**config.mk**
```make
export PLATFORM = sky130hd
export DESIGN_NAME = phys_free_list_flat
export DESIGN_NICKNAME = d
export VERILOG_FILES = /design/src/rtl/phys_free_list_if.sv /design/src/rtl/phys_free_list.sv /design/src/flat_wrapper.sv
export SDC_FILE = /design/constraint.sdc
export NUM_CORES = 1
export LEC_CHECK = 0
export BUFFER_PORTS_ARGS = -buffer_cell sky130_fd_sc_hd__buf_2
export CORE_MARGIN = 4
export CORE_UTILIZATION = 40
export CTS_BUF_LIST = sky130_fd_sc_hd__clkbuf_4
export CTS_CLUSTER_SIZE = 40
export DETAILED_ROUTE_END_ITERATION = 16
export PLACE_DENSITY_LB_ADDON = 0.3
export SETUP_SLACK_MARGIN = 0.02
export SLEW_MARGIN = 20
export SYNTH_ARGS = -nofsm -noshare
export SYNTH_HDL_FRONTEND = slang
export SYNTH_SLANG_ARGS = --single-unit
```
**constraint.sdc**
```tcl
create_clock -name clk -period 3.9 [get_ports clk]
set_input_delay 1.17 -clock clk [delete_from_list [all_inputs] [get_ports clk]]
set_output_delay 1.17 -clock clk [all_outputs]
set_load 0.01 [all_outputs]
```
**src/rtl/phys_free_list_if.sv**
```systemverilog
`default_nettype none
// ============================================================================
// Module   : phys_free_list_if
// Brief    : Dispatch-pop / commit-push / flush bundle of the free list.
// Revision : 1.0 - initial release
// ============================================================================
interface phys_free_list_if #(
    parameter int PHYS_REG_WIDTH = 6,
    parameter int DEPTH          = 16,
    parameter int PTR_WIDTH      = $clog2(DEPTH)
);
    logic                      deq_req;
    logic                      deq_valid;
    logic [PHYS_REG_WIDTH-1:0] deq_preg;
    logic                      commit_valid;
    logic [PHYS_REG_WIDTH-1:0] commit_old_preg;
    logic                      flush;
    logic [PTR_WIDTH:0]        count;

    modport master (
        output deq_req,
        output commit_valid,
        output commit_old_preg,
        output flush,
        input  deq_valid,
        input  deq_preg,
        input  count
    );

    modport slave (
        input  deq_req,
        input  commit_valid,
        input  commit_old_preg,
        input  flush,
        output deq_valid,
        output deq_preg,
        output count
    );
endinterface
`default_nettype wire

```
**src/rtl/phys_free_list.sv**
```systemverilog
`default_nettype none
// ============================================================================
// Module   : phys_free_list
// Brief    : Circular free list of physical registers with flush rollback.
// Revision : 1.0 - initial release
// ============================================================================
module phys_free_list #(
    parameter int PHYS_REG_WIDTH = 6,
    parameter int DEPTH          = 16,
    parameter int PTR_WIDTH      = $clog2(DEPTH)
) (
    input  wire logic         clk,
    input  wire logic         rst,
    phys_free_list_if.slave   fl
);

    localparam int                 c_FIRST_PREG = 32;
    localparam logic [PTR_WIDTH:0] c_PTR_ONE    = (PTR_WIDTH+1)'(1);
    localparam logic [PTR_WIDTH:0] c_PTR_DEPTH  = (PTR_WIDTH+1)'(DEPTH);
    localparam logic [PTR_WIDTH:0] c_TAIL_RST   = {1'b1, {PTR_WIDTH{1'b0}}};

    logic [PHYS_REG_WIDTH-1:0] mem_q [DEPTH];

    logic [PTR_WIDTH:0] head_q,        head_d;
    logic [PTR_WIDTH:0] commit_head_q, commit_head_d;
    logic [PTR_WIDTH:0] tail_q,        tail_d;

    logic [PTR_WIDTH:0] w_count;
    logic               w_deq_fire;

    // Flush restores head to the commit pointer as it stands after this
    // cycle's commit, so a same-cycle commit is never re-handed out.
    always_comb begin
        w_count       = tail_q - head_q;
        w_deq_fire    = fl.deq_req && (w_count != '0) && !fl.flush;
        commit_head_d = commit_head_q;
        tail_d        = tail_q;
        if (fl.commit_valid) begin
            commit_head_d = commit_head_q + c_PTR_ONE;
            tail_d        = tail_q + c_PTR_ONE;
        end
        head_d = head_q;
        if (fl.flush) begin
            head_d = commit_head_d;
        end else if (w_deq_fire) begin
            head_d = head_q + c_PTR_ONE;
        end
    end

    always_ff @(posedge clk or posedge rst) begin
        if (rst) begin
            head_q        <= '0;
            commit_head_q <= '0;
            tail_q        <= c_TAIL_RST;
        end else begin
            head_q        <= head_d;
            commit_head_q <= commit_head_d;
            tail_q        <= tail_d;
        end
    end

    always_ff @(posedge clk or posedge rst) begin
        if (rst) begin
            for (int i = 0; i < DEPTH; i++) begin
                mem_q[i] <= PHYS_REG_WIDTH'(c_FIRST_PREG + i);
            end
        end else if (fl.commit_valid) begin
            mem_q[tail_q[PTR_WIDTH-1:0]] <= fl.commit_old_preg;
        end
    end

    assign fl.deq_valid = (w_count != '0);
    assign fl.deq_preg  = mem_q[head_q[PTR_WIDTH-1:0]];
    assign fl.count     = w_count;

`ifndef SYNTHESIS
    logic [PTR_WIDTH:0] w_commit_span;
    assign w_commit_span = tail_q - commit_head_q;

    always @(posedge clk) begin
        if (!rst && fl.commit_valid) begin
            assert (w_commit_span <= c_PTR_DEPTH);
            assert (fl.commit_old_preg != '0);
            assert (commit_head_q != head_q);
        end
    end
`endif

endmodule
`default_nettype wire
```
**src/flat_wrapper.sv**
```systemverilog
// flat-port wrapper written by rule: the top's interface ports become plain ports
module phys_free_list_flat 
#(
    parameter int PHYS_REG_WIDTH = 6,
    parameter int DEPTH          = 16,
    parameter int PTR_WIDTH      = $clog2(DEPTH)
)
  (clk, rst, fl_deq_req, fl_commit_valid, fl_commit_old_preg, fl_flush, fl_deq_valid, fl_deq_preg, fl_count);
  phys_free_list_if #(.PHYS_REG_WIDTH(PHYS_REG_WIDTH), .DEPTH(DEPTH), .PTR_WIDTH(PTR_WIDTH)) fl_i ();
  input  wire logic clk;
  input  wire logic rst;
  input wire logic [$bits(fl_i.deq_req)-1:0] fl_deq_req;
  input wire logic [$bits(fl_i.commit_valid)-1:0] fl_commit_valid;
  input wire logic [$bits(fl_i.commit_old_preg)-1:0] fl_commit_old_preg;
  input wire logic [$bits(fl_i.flush)-1:0] fl_flush;
  output wire logic [$bits(fl_i.deq_valid)-1:0] fl_deq_valid;
  output wire logic [$bits(fl_i.deq_preg)-1:0] fl_deq_preg;
  output wire logic [$bits(fl_i.count)-1:0] fl_count;
  assign fl_i.deq_req = fl_deq_req;
  assign fl_i.commit_valid = fl_commit_valid;
  assign fl_i.commit_old_preg = fl_commit_old_preg;
  assign fl_i.flush = fl_flush;
  assign fl_deq_valid = fl_i.deq_valid;
  assign fl_deq_preg = fl_i.deq_preg;
  assign fl_count = fl_i.count;
  phys_free_list #(.PHYS_REG_WIDTH(PHYS_REG_WIDTH), .DEPTH(DEPTH), .PTR_WIDTH(PTR_WIDTH)) u_core (.clk(clk), .rst(rst), .fl(fl_i));
endmodule
```
**After elaboration in Yosys (flattened, before gate mapping)**

Index checks and enable logic that the tools add are counted.

- Flip-flop bits (word level): 111
- Bits in latches: 0
- Memory bits (writable): 0
- ROM bits: 0
- Input bits: 11
- Output and inout port bits: 12
- Logic and storage cells: 43
- Memories: 0

- $add $sub $neg: 4
- Multipliers: 0
- Divide/modulo/power cells: 0
- $lt $le $gt $ge: 3
- Equal/unequal tests: 0
- Shift-type cells: 0
- Muxes and demuxes: 9
- Bitwise operators: 2
- Reductions and logical operators: 6

Operator list:

| operator | count |
|---|---|
| $bwmux W96 | 1 |
| $bmux W6 S4 | 1 |
| $demux W6 S4 | 1 |
| $mux W6 | 3 |
| $add A5 B1 Y5 const B | 3 |
| $mux W5 | 3 |
| $ge A5 B5 Y1 const B | 2 |
| $not A4 Y5 | 2 |
| $lt A5 B1 Y1 const B | 1 |
| $reduce_bool A5 Y1 | 1 |
| $sub A5 B5 Y5 | 1 |
| $logic_and A1 B1 Y1 | 3 |
| $reduce_bool A2 Y1 | 1 |
| $logic_not A1 Y1 | 1 |

**Logic depth before layout (Yosys ltp)**

- Depth after elaboration: 6
- Mapped depth: 9
- Mapped depth without buffers: 9

**Worst setup path after synthesis**

No wires, ideal clock.

- Kind: register to output
- Start: register u_core.tail_q[0]
- End: output port fl_deq_valid
- Data arrival time: 1.805 ns
- Required time: 2.730 ns
- Slack: 0.925 ns
- Stages on the path, launching flop included: 8
- Buffers on the path: 0
- Path through: dfrtp_1 -> inv_1 -> ha_1 -> fa_1 -> nand2b_1 -> a21oi_1 -> xor2_2 -> nand2_1

- Longest elaborated chain between the ends: 2

RTL lines:

| element | RTL line | source |
|---|---|---|
| start, declared | phys_free_list.sv:26 | `logic [PTR_WIDTH:0] tail_q, tail_d;` |
| start signal, assigned | phys_free_list.sv:54 | `tail_q <= c_TAIL_RST;` |
| start signal, assigned | phys_free_list.sv:58 | `tail_q <= tail_d;` |
| $sub A5 B5 Y5 | phys_free_list.sv:34 | `w_count = tail_q - head_q;` |
| $reduce_bool A5 Y1 | phys_free_list.sv:72 | `assign fl.deq_valid = (w_count != '0);` |
| end, declared | flat_wrapper.sv:16 | `output wire logic [$bits(fl_i.deq_valid)-1:0] fl_deq_valid;` |

Every way passes these cells.

**Worst setup path in the final report**

Same ends and word-level chain as after synthesis.

==> results.cfg <==
[cells_and_area]
num_antenna_cells = 0
design_area_sq_mm = 0.005834
postLayoutCoreUtil = 0.4406
layout-drive-gt1-share = 0.5300
fillers = 1237
area_delta_synth_final_pct = 7.517
fin_nets = 434
instances_no_fill = 593

[worst_setup_path]
path_max_fanout = 5
critPathKind = reg2out
crit_path_start_kind = flip-flop
crit_arrival_ns = 2.52
cp.required_ns = 2.73
end_kind = output port
r2r_slack_ns = 1.55

[synthesis]
avgSynthCellArea_sq_um = 13.81
netlist_top_cells_count = mux2_2, dfrtp_1, dfstp_2
ys_types = 39
yosysSeqAreaShare = 0.5232
async_reset_ff_frac = 1.000
synth_top_cell_by_area = dfrtp_1
synth-seq-cells = 111
synth_top_area_share = 0.2859
netlist_instances = 393
synth_edf_count = 0
synth_ff_type = dfrtp_1
synth_area_sq_mm = 0.005426
yosys-top-cells-area = dfrtp_1, dfstp_2, mux2_2, mux4_2, nand2_1
synth.most_common_cell = mux2_2
synth_warnings = 0
syn-num-nets = 415

[detailed_routing]
first_iter_violations = 175
drt-total-wl_um = 11670
viasPerCell = 5.373
drc = 0
routedWlPerCell_um = 19.69
ant_nets = 0
vias = 3186
dr.pass1.iters = 4

[sta]
fmax_mhz = 271.4
post-route-min-period_ns = 3.685
finalSetupTns_ns = 0
finalHoldViolCount = 0
rsz0062_at_grt = false
drv_slew = 0
whs_ns = 0.5108
max-slew-margin-rel = 0.5094
worst_slack_ns = 0.2148
worst-slew-pin-transition_ns = 0.7344
setup_viol = 0
fin_crit_sh = 0.9449
skew_ns = 0.02126

[placed_design]
io_buffers = 22
place_congestion = 0.7594
dpl_cell_area_sq_mm = 0.005710
place_inst = 577
dpl_worst_slack_ns = 0.6599
dp_hpwl_um = 7861

[clock_tree]
cts_buffers = 9
ctsResizeCount = 0
cts_htree_levels = 3
clkLatencyLatePin_ns = 0.48
postCtsSetupBuffers = 0
cts_sinks = 111
clock_path_buffers = 2
root_buffer = clkbuf_4
clk_pin_slew_worst_paths_ns = 0.16
cts_tree = yes
ctsHoldBuffers = 0

[power_and_ir_drop]
ir_drop_mv = 0.2832
powerDensity_mw_per_mm2 = 869.3
p_leak_nw = 2.412
power_mw = 5.072

[global_routing]
antenna_found_initial = 0
grt-ovfl-total = 0
track_usage = 0.1567
grt_pass1_vias = 3363
grt_max_degree = 59
grt_pass1_wl_um = 18880

[flow_run]
cap_violations = 0

[floorplanning]
die_area_sq_mm = 0.01549
core_area_sq_mm = 0.01324
pin_count = 23
rows = 42
die_y_um = 124.5
initial_core_util = 0.4098
fp.dieW_um = 124.5

[hold_path]
hold_class = reg2reg

[outcome]
outcome = complete, no violations
## critical path: stages (launching register included)
cell      delay, ns
dfrtp_2        0.44
inv_1          0.09
ha_1           0.23
fa_1           0.40
nand2b_1       0.17
a21oi_2        0.16
xor2_2         0.26
nand2_1        0.14
buf_2          0.16
## per-layer routing
layer / vias to the layer above / track usage / part of all wire / wire [um]
met2: 54 / 0.2487 / 0.49 / 5666
met1: 1656 / 0.2173 / 0.46 / 5346
met4: 0 / 0.06447 / 0.023 / 269
met3: 17 / 0.02144 / 0.034 / 392
met5: - / 0 / 0 / 0
li1: 1459 / - / - / -
## cell type report
cell class / count / area [sq um] / area share
timing repair buffer: 29 / 175.2 / 0.03002
clock inverter: 5 / 36.28 / 0.006219
clock buffer: 11 / 82.58 / 0.01415
inverter: 10 / 41.29 / 0.007077
sequential: 111 / 2841 / 0.4870
multi-input combinational: 251 / 2437 / 0.4178
tap: 176 / 220.2 / 0.03774
## where the power goes
part           switching, mW  internal (mW)  total, mW
Combinational           1.18           1.22       2.40
Sequential             0.296           1.86       2.15
Clock                  0.375          0.146      0.521
Total                   1.85           3.22       5.07
## cell families after synthesis
logic type | Yosys count | share of synthesized area
simple gates | 83 | 0.07194
flops | 111 | 0.5232
fa+ha+maj | 11 | 0.02675
mux | 121 | 0.3009
compound gates | 25 | 0.02974
buf+inv | 31 | 0.02836
xor+xnor | 11 | 0.01914
## final timing paths
path,depth (start not counted),from,to
max in group asynchronous,3,rst,u_core.mem_q[71]$_DFFE_PP1P_
max,8,u_core.tail_q[0]$_DFFE_PP0P_,fl_deq_valid
min reg2reg,1,u_core.tail_q[4]$_DFFE_PP1P_,u_core.tail_q[4]$_DFFE_PP1P_
min,1,u_core.tail_q[4]$_DFFE_PP1P_,u_core.tail_q[4]$_DFFE_PP1P_
min in group asynchronous,2,rst,u_core.commit_head_q[3]$_DFF_PP0_
max reg2reg,9,u_core.tail_q[0]$_DFFE_PP0P_,u_core.head_q[1]$_DFFE_PP0P_
## sequential cells by signal, indices dropped and copies added, names as in the netlist
register	flops
u_core.tail_q	5
u_core.head_q	5
u_core.mem_q	96
u_core.commit_head_q	5
## placed cells by master, fill, tap and decap left out, types with 7 or more instances in the layout
cell type,count
dfrtp_1,60
and3_1,8
buf_2,22
inv_1,7
mux4_2,24
dfstp_2,49
clkbuf_4,11
nor2_1,7
nand2_1,44
xnor2_1,7
ha_1,10
mux2_2,97
Power figures use the tool's default switching activity.
